[config.mk]
export PLATFORM = sky130hd
export DESIGN_NAME = alu_sequencer
export DESIGN_NICKNAME = d
export VERILOG_FILES = /design/src/rtl/alu_sequencer.sv
export SDC_FILE = /design/constraint.sdc
export NUM_CORES = 1
export LEC_CHECK = 0
export ABC_AREA = 1
export CORE_UTILIZATION = 35
export CTS_CLUSTER_SIZE = 25
export DETAILED_ROUTE_END_ITERATION = 16
export DONT_BUFFER_PORTS = 1
export SYNTH_ARGS = -nofsm -noshare
export SYNTH_HDL_FRONTEND = slang
export SYNTH_SLANG_ARGS = --single-unit
[constraint.sdc]
create_clock -name clk -period 2.2 [get_ports clk]
set_input_delay 0.22 -clock clk [delete_from_list [all_inputs] [get_ports clk]]
set_output_delay 0.22 -clock clk [all_outputs]
set_load 0.01 [all_outputs]
[src/rtl/alu_sequencer.sv]
// Command/result sequencer around an external combinational ALU.
// It registers the operands, captures and corrects the result, and tracks sticky flags and a result count.
module alu_sequencer #(
  parameter logic [7:0] DIV0_VAL = 8'hFF
) (
  input  logic       clk,
  input  logic       rst_n,
  input  logic       cmd_valid,
  output logic       cmd_ready,
  input  logic [7:0] cmd_a,
  input  logic [7:0] cmd_b,
  input  logic [3:0] cmd_sel,
  output logic [7:0] alu_a,
  output logic [7:0] alu_b,
  output logic [3:0] alu_sel,
  input  logic [7:0] alu_out,
  input  logic [3:0] alu_flag,
  output logic       res_valid,
  input  logic       res_ready,
  output logic [7:0] res_data,
  output logic [3:0] res_flag,
  output logic       res_err,
  input  logic       clr_sticky,
  output logic [3:0] sticky_flag,
  output logic [7:0] op_count
);

  typedef enum logic [1:0] {StIdle, StExec, StDone} state_e;

  localparam logic [3:0] OpDiv     = 4'h3;
  localparam logic [3:0] OpLastLegal = 4'hB;

  state_e state;

  logic       accept;
  logic       capture;
  logic       illegal_op;
  logic       div_zero;
  logic [7:0] res_data_new;
  logic [3:0] res_flag_new;
  logic       res_err_new;
  logic [3:0] sticky_next;

  // A consumed result frees the slot in the same cycle, so DONE can accept directly.
  assign cmd_ready = (state == StIdle) || ((state == StDone) && res_ready);
  assign accept    = cmd_valid && cmd_ready;
  assign capture   = (state == StExec);

  assign illegal_op = (alu_sel > OpLastLegal);
  assign div_zero   = (alu_sel == OpDiv) && (alu_b == 8'h00);

  always_comb begin
    res_data_new = alu_out;
    res_flag_new = {alu_flag[3:1], (alu_out == 8'h00)};
    res_err_new  = 1'b0;
    if (illegal_op) begin
      res_data_new = 8'h00;
      res_flag_new = 4'b0000;
      res_err_new  = 1'b1;
    end else if (div_zero) begin
      // alu_out may be X here; never let it reach the result.
      res_data_new = DIV0_VAL;
      res_flag_new = 4'b0100;
      res_err_new  = 1'b1;
    end
  end

  always_comb begin
    sticky_next = sticky_flag;
    if (clr_sticky) begin
      sticky_next = capture ? res_flag_new : 4'b0000;
    end else if (capture) begin
      sticky_next = sticky_flag | res_flag_new;
    end
  end

  always_ff @(posedge clk or negedge rst_n) begin
    if (!rst_n) begin
      state       <= StIdle;
      alu_a       <= 8'h00;
      alu_b       <= 8'h00;
      alu_sel     <= 4'h0;
      res_valid   <= 1'b0;
      res_data    <= 8'h00;
      res_flag    <= 4'b0000;
      res_err     <= 1'b0;
      sticky_flag <= 4'b0000;
      op_count    <= 8'h00;
    end else begin
      sticky_flag <= sticky_next;
      if (accept) begin
        alu_a   <= cmd_a;
        alu_b   <= cmd_b;
        alu_sel <= cmd_sel;
      end
      case (state)
        StIdle: begin
          if (accept) state <= StExec;
        end
        StExec: begin
          res_data  <= res_data_new;
          res_flag  <= res_flag_new;
          res_err   <= res_err_new;
          res_valid <= 1'b1;
          op_count  <= op_count + 8'd1;
          state     <= StDone;
        end
        StDone: begin
          if (res_ready) begin
            res_valid <= 1'b0;
            state     <= cmd_valid ? StExec : StIdle;
          end
        end
        default: state <= StIdle;
      endcase
    end
  end

endmodule

==> results of run 1 <==
[path summary, 6_finish.rpt]
check / from / endpoint / slack [ps]
worst max-delay path: state[1] / alu_sel[1] / 550
worst min-delay path: cmd_a[1] / alu_a[1] / 30
worst max register to register: state[1] / alu_sel[1] / 550
worst min register to register: res_data[3] / res_data[3] / 550
max in group asynchronous: rst_n / alu_sel[3] / 1550
min in group asynchronous: rst_n / sticky_flag[3] / 420
[cells in the mapped netlist (all sizes together)]
cell type and number:
a21oi 2, nor2 15, nor3 1, xor2 3, o21ai 1, and2 1, clkbuf 1, dfrtp 48
nand2 135, nand3 6, buf 6, inv 21, xnor2 2, nand4 3, ha 1, nand3b 1
[sequential cells by signal (all words and copies together) (netlist names)]
| name | flops |
|---|---|
| op_count | 8 |
| res_data | 8 |
| res_err | 1 |
| alu_b | 8 |
| res_valid | 1 |
| res_flag | 4 |
| state | 2 |
| alu_a | 8 |
| alu_sel | 4 |
| sticky_flag | 4 |
[area by class of cell]
class | count | area (um^2)
well taps | 72 | 90.1
inverters | 21 | 83.8
flip-flops and latches | 48 | 1200
fillers | 575 | 3390
clock buffers | 6 | 82.6
multi-input cells | 171 | 743
repair buffers | 2 | 37.5
clock inverters | 1 | 8.76
[cell usage in the layout (no fill, tap or decap), drive strengths merged]
master,synthesis,final
o21ai,1,1
xnor2,2,2
buf,6,1
clkinv,0,1
dlygate4sd3,0,1
nor3,1,1
xor2,3,3
inv,21,21
nand3b,1,1
nand3,6,6
a21oi,2,2
nand4,3,3
nand2,135,135
and2,1,1
nor2,15,15
dfrtp,48,48
ha,1,1
clkbuf,1,6
[worst max-delay path: cells and delay by family (launching register included)]
kind | cells | cell delay (ps)
buf+inv | 1 | 360
flops | 1 | 480
compound gates | 1 | 270
simple gates | 3 | 450
[routing by layer]
metal	vias to the layer above	wire [um]
li1	739	-
met1	681	1790
met2	56	1920
met3	5	324
met4	0	62
met5	-	0
[cells by family (layout without fill, tap and decap cells)]
logic type / after synthesis / after routing / synth area share, %
compound gates: 3 / 3 / 0.897
fa+ha+maj: 1 / 1 / 0.598
simple gates: 162 / 162 / 31.9
flops: 48 / 48 / 57.4
buf+inv: 28 / 30 / 7.06
xor+xnor: 5 / 5 / 2.09
[metrics by stage]
step	setup slack [ps]	instance area (um^2)
after floorplan	1040	2090
after CTS	516	2250
after detailed placement	522	2120
final	554	2250
after global placement	569	2120
after global routing	347	2250
[what timing repair did]
action                                 in CTS  in global routing
resized for setup                           0                  0
endpoints found under the hold margin      48                  0
hold buffers                                2                  0
setup endpoints to repair                   0                  0
[power groups by stage]
stage / combinational [mW] / clock [mW] / sequential, mW
after detailed placement: 0.412 / 0 / 1.49
final: 0.422 / 0.543 / 1.46
after global routing: 0.503 / 0.606 / 1.51
after CTS: 0.438 / 0.567 / 1.47
after global placement: 0.396 / 0 / 1.48
after floorplan: 0.373 / 0 / 1.42
==> impl_metrics.toml, run 1 <==
[drt]
drtPass1Iterations = 4
wl_per_cell_um = 12.8
via_per_inst = 4.61
drtAntennaViolNets = 0
drt_iter0_markers = 53
vias = 1481
drcViolationCount = 0
routed_wl_um = 4100

[critical_path]
cp.required_ps = 2430
critical_path_arrival_ps = 1870
max_stage_delay_ps = 480
start_kind = "flip-flop"
crit_slowest_cell = "dfrtp_1"
reg2reg_depth = 5
critPathMaxFanout = 21
endpoint_kind = "flip-flop"
critPathKind = "reg -> reg"
path_cells = "a21oi_2 > nand2_2 > inv_2 > nand2_1 > nand2_1"
path_common_cell = "nand2_1"

[timing]
post-route-period-util_pct = 74.8
maxSlewViolCount = 0
min_period_ps = 1650
rsz0062_at_grt = "false"
setup_viol = 0
slew-limit-headroom_pct = 70.1
skew_ps = 16.2
hold_viol = 0
max_freq_ghz = 0.608
worst_pin_slew_ps = 448
whs_ps = 26.9
setup_tns_ps = 0

[global_route]
track_usage_pct = 14.5
gr-total-overflow = 0
use_met3_pct = 5.86
grt_max_degree = 49
use_met1_pct = 16.5
antenna_found_initial = 0
grt_use_met2_pct = 24.0
grt_pass1_vias = 1439
top_usage_layer = "met2"
grt_pass1_wl_um = 6870

[power_and_ir_drop]
p_comb_share_pct = 17.4
vdd_drop_max_mv = 0.433
p_switching_uw = 890
power.leakage_nw = 1.26
p_int_mw = 1.54
p_total_mw = 2.43
p_per_area_nw_per_um2 = 1080
p_clk_share_pct = 22.4
p_sw_share_pct = 36.6
seqPwrFrac_pct = 60.2

[clock_network]
postCtsSetupRepairBufs = 0
tritoncts = "built"
cts-root-buf = "clkbuf_8"
clk_latency_ps = 300
numCtsBuffers = 5
htreeDepth = 2
cts.sink_count = 48
clk_pin_slew_worst_paths_ps = 90
clockBufferDepth = 2

[floorplanning]
start_util_pct = 37.1
dieArea_um2 = 6290
core_area_um2 = 5640
fp.dieW_um = 79.3
die_h_um = 79.3
io_pins = 84
row_count = 27

[yosys]
postSynthRegisterBits = 48
syn_area_um2 = 2090
syn_area_per_cell_um2 = 8.47
synthCells = 247
ys_types = 24
ys_seq_area_share_pct = 57.4
synth_top_area_share_pct = 57.4
synthTopCellsByArea = "dfrtp_1, nand2_1, inv_1"
ys_warn_count = 0
syn_nets = 285
synth_top_area_cell = "dfrtp_1"

[outcome]
status = "complete, no violations"

[place]
portBuffers = 0
place_inst = 312
place.gp.congestion = 0.653
dp.final_hpwl_um = 2870

[run]
cap_viol_max_count = 0

[cells_and_area]
final-instance-count-excl-fill = 321
diodes = 0
drive_above_1_share_pct = 6.83
synthToLayoutAreaGrowth_pct = 7.42
postLayoutCoreUtil_pct = 39.8
layout.nets = 287

[hold_path]
min_path_type = "in -> reg"
holdPathStages = 2
(Power assumes the default switching activity.)
==> run 2: changes to the inputs <==
clock period = 1.6 ns   (was 2.2 ns; I/O delays follow)
==> run 2 against run 1 <==
Count of clock-buffer cells in the layout decreased by 1. Sequential power increased by 38%. Core utilization increased by 3.9 points. Critical path depth unchanged. Fmax increased by 18%. Clock power increased by 53%. Critical path type unchanged.
==> impl_metrics.toml, run 2 (synthesis gave the netlist of run 1 again) <==
[outcome]
status = "complete, no violations"

[cells_and_area]
synthToLayoutAreaGrowth_pct = 17.9
drive_above_1_share_pct = 6.69
most-common-layout-cells = "nand2_1, dfrtp_1, dlygate4sd3_1"
layout.nets = 308
fillers = 547
diodes = 0
postLayoutCoreUtil_pct = 43.7
layout_commonest_cell = "nand2_1"

[global_route]
grt_max_degree = 49
grt_pass1_wl_um = 7390
antenna_found_initial = 0
gr-total-overflow = 0
track_usage_pct = 15.3
grt_pass1_vias = 1627

[critical_path]
crit_buf_inv = 1
critical_path_arrival_ps = 1580
rrSetupSlack_ps = 200
path_common_cell = "nand2_1"
cp.required_ps = 1780
timing.rr.end = "alu_b[1]"
crit_slowest_cell = "dfrtp_1"
worstReg2RegStart = "state[1]"
crit_family = "flip-flops"
start_kind = "flip-flop"
critPathMaxFanout = 21
max_stage_delay_ps = 510
path_cells = "a21oi_2 > nand2_2 > clkinv_2 > nand2_1 > nand2_1"
critPathKind = "reg -> reg"
endpoint_kind = "flip-flop"
reg2reg_depth = 5

[timing]
setup_tns_ps = 0
min_period_ps = 1400
hold_viol = 0
worst_pin_slew_ps = 279
setup_viol = 0
fin_ws_ps = 201
post-route-period-util_pct = 87.4
slew-limit-headroom_pct = 81.4
whs_ps = 30.3
skew_ps = 12.3
rsz0062_at_grt = "false"
max_freq_ghz = 0.715
maxSlewViolCount = 0

[clock_network]
postCtsSetupRepairBufs = 0
numCtsBuffers = 5
cts-root-buf = "clkbuf_8"
cts.sink_count = 48
clockBufferDepth = 2
htreeDepth = 2
clk_latency_ps = 290
tritoncts = "built"
clk_pin_slew_worst_paths_ps = 90

[power_and_ir_drop]
vdd_drop_max_mv = 0.655
power.leakage_nw = 1.35
p_per_area_nw_per_um2 = 1410

[hold_path]
min_path_type = "in -> reg"
holdPathStages = 2
hold_path_end = "res_flag[1]"
hp-start = "alu_flag[1]"

[place]
post-place-ws_ps = 134
portBuffers = 0
dp.final_hpwl_um = 2900
place.gp.congestion = 0.652

[floorplanning]
core_area_um2 = 5640
start_util_pct = 37.1
die_h_um = 79.3
row_count = 27
dieArea_um2 = 6290
fp.dieW_um = 79.3
io_pins = 84

[drt]
routed_wl_um = 4460
via_per_inst = 4.67
wl_per_cell_um = 13.1
drcViolationCount = 0
drt_iter0_markers = 66
drtAntennaViolNets = 0
vias = 1591
drtPass1Iterations = 4

[run]
cap_viol_max_count = 0
-- run 2: changes by cell type in the layout (fill, tap and decap cells not counted) --
| cell | previous run | this run |
|---|---|---|
| buf_4 | 0 | 1 |
| bufinv_16 | 0 | 1 |
| clkbuf_8 | 6 | 5 |
| clkinv_2 | 0 | 1 |
| clkinv_4 | 1 | 0 |
| dlygate4sd3_1 | 1 | 21 |
| inv_2 | 3 | 2 |
| nand2_1 | 133 | 132 |
| nand2_2 | 1 | 2 |
-- run 2: cell type report --
cell class / count / area [um^2] / share of cell area [%]
sequential: 48 / 1200 / 48.7
inverter: 21 / 85.1 / 3.45
tap: 72 / 90.1 / 3.65
timing repair buffer: 23 / 245 / 9.94
multi-input combinational: 171 / 746 / 30.2
clock buffer: 5 / 68.8 / 2.79
clock inverter: 1 / 30.0 / 1.22
-- run 2: what timing repair did --
action | CTS | global route
endpoints found under the setup margin | 0 | 10
hold endpoints to repair | 68 | 0
gates resized for setup | 0 | 2
hold buffers | 22 | 0
-- run 2: where the power goes --
group	total, mW	leakage (nW)	internal, mW	switching (mW)
sequential	2.01	0.604	1.55	0.462
clock	0.833	0.0501	0.449	0.383
combinational	0.636	0.701	0.260	0.376
total	3.48	1.35	2.26	1.22
-- run 2: metal layers --
metal,part of all wire (%),vias to the layer above,track usage [%]
met5,0,-,0
met4,1.4,0,5.45
met3,7.9,6,5.52
met2,49,65,26.4
met1,42,742,17.3
li1,-,778,-
-- run 2: worst reg2reg max path, delay by kind of cell, from the launching register on --
kind                   cells  cell delay (ps)
AOI/OAI and AO/OA          1              140
buffers and inverters      1              270
DFF                        1              510
and+or+nand+nor            3              360
-- run 2: how the worst max path moves through the flow --
stage / startpoint / cells after the start / slack (ps) / to
after CTS: alu_b[5] / 6 / 120 / res_flag[3]
after floorplan: state[1] / 5 / 440 / alu_sel[3]
final: state[1] / 5 / 200 / alu_b[1]
after detailed placement: alu_b[5] / 6 / 130 / res_flag[3]
after global placement: alu_b[5] / 6 / 170 / sticky_flag[1]
after global routing: state[1] / 5 / 40 / alu_b[1]
-- run 2: metrics by stage --
| step | area [um^2] | power [mW] | instances |
|---|---|---|---|
| final | 2470 | 3.48 | 341 |
| after floorplan | 2090 | 2.47 | 247 |
| after global placement | 2130 | 2.59 | 313 |
| after CTS | 2460 | 3.53 | 341 |
| after global routing | 2470 | 3.72 | 341 |
| after detailed placement | 2130 | 2.62 | 313 |
